**src/rtl/logic_op_pkg.sv**
```systemverilog
// Shared op codes, FSM state type and bit-level reduction helpers for logic_op_unit.
// Bitwise ops are column-independent, so every helper works on a single bit column.
package logic_op_pkg;

  localparam int MAX_IN = 8;

  typedef logic [2:0] op_t;

  localparam op_t OP_AND  = 3'd0;
  localparam op_t OP_OR   = 3'd1;
  localparam op_t OP_NAND = 3'd2;
  localparam op_t OP_NOR  = 3'd3;
  localparam op_t OP_XOR  = 3'd4;
  localparam op_t OP_XNOR = 3'd5;
  localparam op_t OP_NOT  = 3'd6;
  localparam op_t OP_PASS = 3'd7;

  typedef enum logic {ST_IDLE, ST_ACCUM} state_t;

  // Inverting ops fold with their non-inverting twin; the invert is applied once at emit.
  function automatic op_t base_op(op_t op);
    case (op)
      OP_NAND: return OP_AND;
      OP_NOR:  return OP_OR;
      OP_XNOR: return OP_XOR;
      OP_NOT:  return OP_PASS;
      default: return op;
    endcase
  endfunction

  function automatic logic inv_op(op_t op);
    return (op == OP_NAND) || (op == OP_NOR) || (op == OP_XNOR) || (op == OP_NOT);
  endfunction

  function automatic logic combine_bit(op_t base, logic a, logic b);
    case (base)
      OP_AND:  return a & b;
      OP_OR:   return a | b;
      OP_XOR:  return a ^ b;
      default: return b;
    endcase
  endfunction

  function automatic logic reduce_bit(op_t base, logic [MAX_IN-1:0] col, int n);
    logic r;
    r = col[0];
    if (base != OP_PASS) begin
      for (int k = 1; k < MAX_IN; k++) begin
        if (k < n) r = combine_bit(base, r, col[k]);
      end
    end
    return r;
  endfunction

endpackage

```
**src/rtl/logic_op_unit_if.sv**
```systemverilog
// Valid/ready operand stream in, result stream out, for logic_op_unit.
interface logic_op_unit_if #(
  parameter int WIDTH  = 8,
  parameter int NUM_IN = 2,
  parameter int CNT_W  = 8
);
  logic                    in_valid;
  logic                    in_ready;
  logic [NUM_IN*WIDTH-1:0] in_data;
  logic [2:0]              in_op;
  logic                    in_acc;
  logic                    in_last;
  logic                    out_valid;
  logic                    out_ready;
  logic [WIDTH-1:0]        out_data;
  logic [CNT_W-1:0]        out_beats;

  modport master (
    output in_valid, in_data, in_op, in_acc, in_last, out_ready,
    input  in_ready, out_valid, out_data, out_beats
  );

  modport slave (
    input  in_valid, in_data, in_op, in_acc, in_last, out_ready,
    output in_ready, out_valid, out_data, out_beats
  );
endinterface

```
**src/rtl/logic_op_unit_skid_buffer.sv**
```systemverilog
// Two-entry valid/ready register slice; entry 0 drives the output, entry 1 absorbs a stall.
// s_ready is registered and drops only when both entries are occupied.
module skid_buffer #(
  parameter int DW = 16
) (
  input  logic          clk,
  input  logic          rst,
  input  logic          s_valid,
  input  logic [DW-1:0] s_data,
  output logic          s_ready,
  output logic          m_valid,
  input  logic          m_ready,
  output logic [DW-1:0] m_data
);
  logic [1:0]    cnt_q, cnt_d;
  logic [DW-1:0] d0_q, d0_d, d1_q, d1_d;
  logic          ready_q;
  logic          pop;

  assign pop = (cnt_q != 2'd0) && m_ready;

  always_comb begin
    cnt_d = cnt_q;
    d0_d  = d0_q;
    d1_d  = d1_q;
    case ({s_valid, pop})
      2'b10: begin
        if (cnt_q == 2'd0) d0_d = s_data;
        else               d1_d = s_data;
        cnt_d = cnt_q + 2'd1;
      end
      2'b01: begin
        d0_d  = d1_q;
        cnt_d = cnt_q - 2'd1;
      end
      2'b11: begin
        if (cnt_q == 2'd2) begin
          d0_d = d1_q;
          d1_d = s_data;
        end else begin
          d0_d = s_data;
        end
      end
      default: ;
    endcase
  end

  // NOTE: sequential state uses non-blocking assignments so every register samples pre-edge values.
  // NOTE: payload registers are reset too, because out_data must read zero after reset.
  always_ff @(posedge clk) begin
    if (rst) begin
      cnt_q   <= 2'd0;
      d0_q    <= '0;
      d1_q    <= '0;
      ready_q <= 1'b0;
    end else begin
      cnt_q   <= cnt_d;
      d0_q    <= d0_d;
      d1_q    <= d1_d;
      ready_q <= (cnt_d != 2'd2);
    end
  end

  assign s_ready = ready_q;
  assign m_valid = (cnt_q != 2'd0);
  assign m_data  = d0_q;
endmodule

```
**src/rtl/logic_op_unit.sv**
```systemverilog
// Pipelined bitwise reduction of NUM_IN operands with optional multi-beat accumulate,
// feeding a two-entry skid buffer that holds {out_beats, out_data}.
module logic_op_unit
  import logic_op_pkg::*;
#(
  parameter int WIDTH  = 8,
  parameter int NUM_IN = 2,
  parameter int CNT_W  = 8
) (
  input logic            clk,
  input logic            rst,
  logic_op_unit_if.slave bus
);
  localparam int DW = CNT_W + WIDTH;

  state_t           state_q, state_d;
  op_t              grp_op_q, grp_op_d;
  logic [WIDTH-1:0] acc_q, acc_d;
  logic [CNT_W-1:0] cnt_q, cnt_d;

  logic [WIDTH-1:0] red_new, red_grp, fold;
  logic             space, in_ready, accept, push;
  logic [WIDTH-1:0] push_data;
  logic [CNT_W-1:0] push_beats;
  logic [DW-1:0]    out_word;

  function automatic logic [CNT_W-1:0] sat_inc(input logic [CNT_W-1:0] v);
    return (&v) ? v : v + CNT_W'(1);
  endfunction

  // Reduce the incoming beat both with its own op (IDLE) and with the latched group op (ACCUM).
  always_comb begin
    logic [MAX_IN-1:0] col;
    col = '0;
    red_new = '0;
    red_grp = '0;
    fold    = '0;
    for (int b = 0; b < WIDTH; b++) begin
      col = '0;
      for (int k = 0; k < NUM_IN; k++) col[k] = bus.in_data[k*WIDTH+b];
      red_new[b] = reduce_bit(base_op(bus.in_op), col, NUM_IN);
      red_grp[b] = reduce_bit(base_op(grp_op_q), col, NUM_IN);
      fold[b]    = combine_bit(base_op(grp_op_q), acc_q[b], red_grp[b]);
    end
  end

  // A non-last beat in ACCUM never produces output, so it needs no free entry.
  assign in_ready = space || (state_q == ST_ACCUM && !bus.in_last);
  assign accept   = bus.in_valid && in_ready;

  // NOTE: every output of this block gets a default first so no path can infer a latch.
  always_comb begin
    state_d    = state_q;
    grp_op_d   = grp_op_q;
    acc_d      = acc_q;
    cnt_d      = cnt_q;
    push       = 1'b0;
    push_data  = '0;
    push_beats = '0;
    case (state_q)
      ST_IDLE: begin
        if (accept) begin
          if (bus.in_acc && !bus.in_last) begin
            acc_d    = red_new;
            grp_op_d = bus.in_op;
            cnt_d    = CNT_W'(1);
            state_d  = ST_ACCUM;
          end else begin
            push       = 1'b1;
            push_data  = inv_op(bus.in_op) ? ~red_new : red_new;
            push_beats = CNT_W'(1);
          end
        end
      end
      ST_ACCUM: begin
        if (accept) begin
          acc_d = fold;
          if (bus.in_last) begin
            push       = 1'b1;
            push_data  = inv_op(grp_op_q) ? ~fold : fold;
            push_beats = sat_inc(cnt_q);
            state_d    = ST_IDLE;
          end else begin
            cnt_d = sat_inc(cnt_q);
          end
        end
      end
      default: state_d = ST_IDLE;
    endcase
  end

  always_ff @(posedge clk) begin
    if (rst) begin
      state_q  <= ST_IDLE;
      grp_op_q <= OP_AND;
      acc_q    <= '0;
      cnt_q    <= '0;
    end else begin
      state_q  <= state_d;
      grp_op_q <= grp_op_d;
      acc_q    <= acc_d;
      cnt_q    <= cnt_d;
    end
  end

  skid_buffer #(.DW(DW)) u_skid (
    .clk     (clk),
    .rst     (rst),
    .s_valid (push),
    .s_data  ({push_beats, push_data}),
    .s_ready (space),
    .m_valid (bus.out_valid),
    .m_ready (bus.out_ready),
    .m_data  (out_word)
  );

  assign {bus.out_beats, bus.out_data} = out_word;
  assign bus.in_ready = in_ready;
endmodule

```
**src/flat_wrapper.sv**
```systemverilog
// flat-port wrapper written by rule: the top's interface ports become plain ports
module logic_op_unit_flat import logic_op_pkg::*;
#(
  parameter int WIDTH  = 8,
  parameter int NUM_IN = 2,
  parameter int CNT_W  = 8
)
  (clk, rst, bus_in_valid, bus_in_data, bus_in_op, bus_in_acc, bus_in_last, bus_out_ready, bus_in_ready, bus_out_valid, bus_out_data, bus_out_beats);
  logic_op_unit_if #(.WIDTH(WIDTH), .NUM_IN(NUM_IN), .CNT_W(CNT_W)) bus_i ();
  input logic clk;
  input logic rst;
  input wire logic [$bits(bus_i.in_valid)-1:0] bus_in_valid;
  input wire logic [$bits(bus_i.in_data)-1:0] bus_in_data;
  input wire logic [$bits(bus_i.in_op)-1:0] bus_in_op;
  input wire logic [$bits(bus_i.in_acc)-1:0] bus_in_acc;
  input wire logic [$bits(bus_i.in_last)-1:0] bus_in_last;
  input wire logic [$bits(bus_i.out_ready)-1:0] bus_out_ready;
  output wire logic [$bits(bus_i.in_ready)-1:0] bus_in_ready;
  output wire logic [$bits(bus_i.out_valid)-1:0] bus_out_valid;
  output wire logic [$bits(bus_i.out_data)-1:0] bus_out_data;
  output wire logic [$bits(bus_i.out_beats)-1:0] bus_out_beats;
  assign bus_i.in_valid = bus_in_valid;
  assign bus_i.in_data = bus_in_data;
  assign bus_i.in_op = bus_in_op;
  assign bus_i.in_acc = bus_in_acc;
  assign bus_i.in_last = bus_in_last;
  assign bus_i.out_ready = bus_out_ready;
  assign bus_in_ready = bus_i.in_ready;
  assign bus_out_valid = bus_i.out_valid;
  assign bus_out_data = bus_i.out_data;
  assign bus_out_beats = bus_i.out_beats;
  logic_op_unit #(.WIDTH(WIDTH), .NUM_IN(NUM_IN), .CNT_W(CNT_W)) u_core (.clk(clk), .rst(rst), .bus(bus_i));
endmodule
```
**config.mk**
```make
export PLATFORM = sky130hd
export DESIGN_NAME = logic_op_unit_flat
export DESIGN_NICKNAME = d
export VERILOG_FILES = /design/src/rtl/logic_op_pkg.sv /design/src/rtl/logic_op_unit_if.sv /design/src/rtl/logic_op_unit_skid_buffer.sv /design/src/rtl/logic_op_unit.sv /design/src/flat_wrapper.sv
export SDC_FILE = /design/constraint.sdc
export NUM_CORES = 1
export LEC_CHECK = 0
export ABC_AREA = 0
export BUFFER_PORTS_ARGS = -buffer_cell sky130_fd_sc_hd__buf_2
export CAP_MARGIN = 30
export CORE_UTILIZATION = 30
export DETAILED_ROUTE_END_ITERATION = 10
export PLACE_DENSITY = 0.53
export SYNTH_ARGS = -nofsm -noshare
export SYNTH_HDL_FRONTEND = slang
export SYNTH_SLANG_ARGS = --single-unit
```
**constraint.sdc**
```tcl
create_clock -name clk -period 3 [get_ports clk]
set_clock_uncertainty 0.2 [all_clocks]
set_input_delay 0.45 -clock clk [delete_from_list [all_inputs] [get_ports clk]]
set_output_delay 0.45 -clock clk [all_outputs]
set_load 0.02 [all_outputs]
```
# Word-level counts from Yosys, hierarchy flattened
# Cells that the tools add are included.
word_totals:
  mem_bits_rw: 0
  inputBits: 25
  mem_count: 0
  reg_bits: 55
  latch_bits: 0
  wordCells: 193
  romBits: 0
  out_inout_bits: 18
classes:
  n_bitwise: 51
  n_reduce_logical: 24
  add_sub_neg: 3
  mux: 81
  n_mul: 0
  order_cmp: 0
  n_eq_ne: 26
  shifts: 0
  n_div: 0
ops:
  columns: ["operator", "n"]
  rows:
  - ["$mux 8", 17]
  - ["$pmux 1 s3", 24]
  - ["$mux 16", 4]
  - ["$pmux 8 s2", 4]
  - ["$pmux 16 s3", 1]
  - ["$pmux 16 s2", 1]
  - ["$mux 1", 25]
  - ["$pmux 3 s4", 2]
  - ["$eq 3x3->1 const B", 6]
  - ["$and 1x1->1", 16]
  - ["$not 8->8", 2]
  - ["$or 1x1->1", 16]
  - ["$xor 1x1->1", 16]
  - ["$eq 3x2->1 const B", 4]
  - ["$ne 2x2->1 const B", 6]
  - ["$reduce_and 3->1", 3]
  - ["$add 8x1->8 const B", 1]
  - ["$reduce_and 8->1", 1]
  - ["$logic_or 1x1->1", 7]
  - ["$eq 2x2->1 const B", 3]
  - ["$eq 3x1->1 const B", 2]
  - ["$logic_not 3->1", 2]
  - ["$ne 3x3->1 const B", 2]
  - ["$logic_and 1x1->1", 4]
  - ["13 further kinds", 16]

# Depth between registers and ports, before layout
logic_depth:
  word_depth: 14
  mapped_depth: 14
  ltp_nobuf: 12

# Cells and area by module
# From an unflattened synthesis, not the netlist that was laid out.
unflattened:
  cells_unflattened: 537
  area_unflattened_um2: 4525.6
by_module_without_submodules:
  columns: ["mod", "area_each_um2", "cells_per_inst", "n_inst", "seq_area_each_um2"]
  rows:
  - ["logic_op_unit", 2713.9, 337, 1, 400.4]
  - ["skid_buffer", 1811.7, 200, 1, 700.7]

# Worst setup path after synthesis
# Ideal clock, no wire load.
synth_path:
  kind: "register to register"
  from: "register u_core.grp_op_q[0]"
  to: "register u_core.u_skid.d1_q[6]"
  slack_ns: 0.415
  path_buffers: 3
  t_required_ns: 2.709
  setup_time_ns: 0.091
  period_less_slack_ns: 2.585
  stages_incl_launch_ff: 13
  arrival_time_ns: 2.294
  cell_sequence: "dfxtp_1 -> buf_2 -> buf_2 -> buf_2 -> mux2i_1 -> nor2_1 -> a21oi_1 -> ha_1 -> mux2_2 -> nand2_1 -> o21ai_0 -> mux2i_1 -> a311oi_1"
synth_via:
  elab_chain_len: 14
  word_cells_on_any_way: 26
  cone_classes: "eq/ne (7); mux (11); bitwise (4); reduce/logical (4)"
synth_rtl:
  columns: ["element", "line_no", "text"]
  rows:
  - ["from (decl)", "logic_op_unit.sv:17", "op_t grp_op_q, grp_op_d;"]
  - ["from (signal assigned)", "logic_op_unit.sv:100", "grp_op_q <= grp_op_d;"]
  - ["$eq 3x3->1 or $eq 3x2->1 (tied branches)", "logic_op_pkg.sv:22, logic_op_pkg.sv:32", null]
  - ["$pmux 3 s4", "logic_op_pkg.sv:22", "case (op)"]
  - ["$eq 3x3->1, or another cell as far along", "logic_op_pkg.sv:36", "case (base)"]
  - ["$pmux 1 s3", "logic_op_pkg.sv:36", null]
  - ["$mux 1", "logic_op_pkg.sv:47", "if (base != OP_PASS) begin"]
  - ["$xor 1x1->1, or another cell as far along", "logic_op_pkg.sv:39", "OP_XOR: return a ^ b;"]
  - ["$pmux 1 s3", "logic_op_pkg.sv:36", null]
  - ["$not 8->8", "logic_op_unit.sv:80", "push_data = inv_op(grp_op_q) ? ~fold : fold;"]
  - ["$mux 8 *", "logic_op_unit.sv:80", null]
  - ["$mux 8 *", "logic_op_unit.sv:78", "if (bus.in_last) begin"]
  - ["$mux 8 *", "logic_op_unit.sv:76", "if (accept) begin"]
  - ["$pmux 8 s2 *", "logic_op_unit.sv:60", "case (state_q)"]
  - ["$mux 16 (on tied branches)", "logic_op_unit_skid_buffer.sv:37, logic_op_unit_skid_buffer.sv:28", null]
  - ["$pmux 16 s2 *", "logic_op_unit_skid_buffer.sv:26", "case ({s_valid, pop})"]
  - ["to (signal assigned)", "logic_op_unit_skid_buffer.sv:54", "d1_q <= '0;"]
  - ["to (signal assigned)", "logic_op_unit_skid_buffer.sv:59", "d1_q <= d1_d;"]
  - ["to (decl)", "logic_op_unit_skid_buffer.sv:16", "logic [DW-1:0] d0_q, d0_d, d1_q, d1_d;"]
# Every way passes the cells marked *; elsewhere a longest branch is shown, timed or not. The select of a mux whose other input is x is not followed.
# A chain may end at the register's enable or synchronous reset.

# Worst setup path after layout
layout_path:
  from: "register u_core.grp_op_q[0]"
  to: "register u_core.u_skid.d1_q[2]"
# Same word-level chain as after synthesis.

==> run_results.csv <==
group,metric,value,unit
synthesis,synth_cells,597,
die,num_io_pins,43,
layout,fin_nets,678,
die,rows,43,
worst_setup_path,crit_family,"compound AO/OA/AOI/OAI gates",
global_route,grt_util_all_layers,0.167,
drt,drt-total-wl,12.1,mm
timing,worstMarginPinSlew,0.793,ns
timing,fin_hold_ws,0.257,ns
hold_path,hold_path.class,"primary input to register",
synthesis,yosysSeqAreaShare,0.250,
cts,ctsResizeCount,0,
die,die_area,15200,µm²
timing,hold_viol_final,0,
drt,avgViaCountPerCell,5.30,
die,die_y,123,µm
timing,max-slew-margin-rel,0.472,
timing,rsz0062_at_grt,"false",
place,io_buffers,42,
power_and_ir_drop,combPwrFrac,0.411,
synthesis,synth.distinct_cells,54,
synthesis,synth_area,4410,µm²
timing,fin_crit_sh,0.858,
synthesis,ys_ff_latch,55,
cts,clk_pin_slew,0.07,ns
synthesis,synth.avg_cell_area,7.39,µm²
cts,cts-root-buf,"clkbuf_16",
drt,avgRoutedWirePerCell,15.1,µm
cts,postCtsHoldBufs,0,
power_and_ir_drop,power_leakage,2.00,nW
cts,htree_levels,2,
layout,final_util,0.350,
drt,ant_nets,0,
worst_setup_path,critPathRequiredTime,2.95,ns
drt,drc_errors,0,
worst_setup_path,cpPeakStageDelay,0.40,ns
cts,clock_latency,0.31,ns
hold_path,whs_path_depth,2,
worst_setup_path,crit_slowest_cell,"dfxtp_1",
power_and_ir_drop,clock_power_share,0.234,
drt,first_pass_iters,4,
synthesis,synth_top_area_share,0.250,
worst_setup_path,cp_cell_sequence,"buf_12, nor2_1, a21oi_1, nor2_1, a21oi_1, inv_1, ha_1, mux2i_1, nand2_1, o21ai_0, mux2i_1, a311oi_1",
outcome,status,"completed",
cts,clockBufferDepth,2,
worst_setup_path,end_kind,"register",
cts,numCtsBuffers,5,
drt,num_vias,4238,
worst_setup_path,cp_max_fo,27,
drt,dr.first_iter.drc_count,259,
worst_setup_path,cp.depth,12,
cts,post-cts-setup-buffer-count,0,
global_route,use_met2,0.298,
power_and_ir_drop,power_density,533,nW/µm²
power_and_ir_drop,swShare,0.409,
timing,period_needed,2.57,ns
synthesis,ys_top_cells_by_area,"dfxtp_1, mux2i_1, ha_1",
worst_setup_path,critPathArrivalTime,2.52,ns
power_and_ir_drop,max-vdd-ir-drop,237,µV
synthesis,synth-edff-count,0,
power_and_ir_drop,power_frac_seq,0.355,
layout,area_delta_synth_final,12.0,%
place,globalplace.congestion,0.800,
synthesis,synth-async-reset-ratio,0,
layout,drive_above_1_share,0.126,
die,start_util,0.313,
global_route,met3_usage,0.0258,
timing,tns,0,ns
synthesis,synth_common_cells,"a21oi_1, nand2_1, nor2_1",
worst_setup_path,critPathKind,"register to register",
job,maxCapViolCount,0,
power_and_ir_drop,switchingPower,1.08,mW
synthesis,yosys_warnings,0,
layout,diodes,0,
timing,setup_viol,0,
cts,cts.sinks,55,
place,dpl.hpwl,8.77,mm
worst_setup_path,reg2reg_depth,12,
global_route,overflow,0,
global_route,antenna_found_initial,0,
synthesis,yosysTopAreaCell,"dfxtp_1",
global_route,use_met1,0.200,
timing,slew_viol_final,0,
die,die_w,123,µm
cts,cts_tree,"yes",
synthesis,syn_nets,657,
global_route,grt_pass1_vias,4098,
worst_setup_path,critical_path.startpoint_type,"register",
global_route,grt.busiest_layer,"met2",
global_route,grt_pass1_wl,20.0,mm
synthesis,synth_ff_type,"dfxtp_1",
die,core_area,14100,µm²
timing,fmax,389,MHz
global_route,grt_max_degree,44,
layout,nFillCells,1499,
power_and_ir_drop,p_int,1.56,mW
worst_setup_path,cp_num_buf_inv,2,
-- final timing paths --
kind / start / end / slack [ns]
min reg2reg: u_core.u_skid.d1_q[13] / u_core.u_skid.d1_q[13] / 0.28
max reg2reg: u_core.grp_op_q[0] / u_core.u_skid.d1_q[2] / 0.43
max: u_core.grp_op_q[0] / u_core.u_skid.d1_q[2] / 0.43
min: bus_in_last / u_core.state_q / 0.26
-- layout by cell type, fill, tap and decap left out, types with 5 or more instances in the layout --
cell / netlist / layout
nor2_1: 67 / 67
a21oi_1: 67 / 67
nand2_1: 67 / 67
dfxtp_1: 55 / 55
mux2i_1: 48 / 48
buf_2: 9 / 42
inv_1: 41 / 41
ha_1: 35 / 35
a211oi_1: 30 / 30
nor3_1: 16 / 16
o21ai_0: 15 / 15
nor2b_1: 15 / 15
a31oi_1: 12 / 12
or3_1: 10 / 10
buf_4: 1 / 10
a311oi_1: 9 / 9
nand3_1: 6 / 6
a211o_1: 5 / 5
clkbuf_16: 0 / 5
-- power groups by stage --
| stage | registers, mW | logic, mW | clock network [mW] |
|---|---|---|---|
| 2_1_floorplan | 0.995 | 0.725 | 0 |
| 3_3_place_gp | 0.954 | 1.07 | 0 |
| 3_5_place_dp | 0.954 | 1.09 | 0 |
| 4_1_cts | 0.938 | 1.10 | 0.640 |
| 5_1_grt | 0.953 | 1.21 | 0.668 |
| 6_report | 0.935 | 1.08 | 0.617 |
-- final cells by class --
type | count | area [µm²] | share of cell area
clock buffer | 5 | 125 | 0.0253
clock inverter | 3 | 25.0 | 0.00507
inverter | 43 | 161 | 0.0327
multi-input combinational | 459 | 2980 | 0.602
sequential | 55 | 1100 | 0.223
tap | 180 | 225 | 0.0456
timing repair buffer | 54 | 325 | 0.0659
-- through the flow --
stage	setup WS (ns)	cells	instance area, µm²	total power [mW]
5_1_grt	0.207	799	4940	2.83
2_1_floorplan	0.415	597	4410	1.72
3_3_place_gp	0.317	791	4790	2.02
6_report	0.426	799	4940	2.63
4_1_cts	0.426	799	4940	2.68
3_5_place_dp	0.218	791	4790	2.04
-- routing by layer --
| metal | up-vias | share of wire | wire length (µm) |
|---|---|---|---|
| met5 | - | 0 | 0 |
| met4 | 0 | 0.021 | 255 |
| met3 | 20 | 0.035 | 426 |
| met2 | 62 | 0.49 | 5930 |
| met1 | 2006 | 0.45 | 5470 |
| li1 | 2150 | - | - |
-- cell families after synthesis --
logic type | Yosys count | share of synthesized area
multiplexers | 52 | 0.119
AO/OA/AOI/OAI | 157 | 0.227
XOR/XNOR | 3 | 0.00596
flip-flops | 55 | 0.250
AND/OR/NAND/NOR | 212 | 0.223
buffers and inverters | 83 | 0.0757
adder cells (fa/ha/maj) | 35 | 0.0993
-- state kept, by name, summed over array words and instances, names as in the netlist --
name                   flops
u_core.u_skid.s_ready      1
u_core.u_skid.d1_q        16
u_core.acc_q               8
u_core.grp_op_q            3
u_core.u_skid.m_data      16
u_core.cnt_q               8
u_core.u_skid.cnt_q        2
u_core.state_q             1
Power figures use the tool's default switching activity.
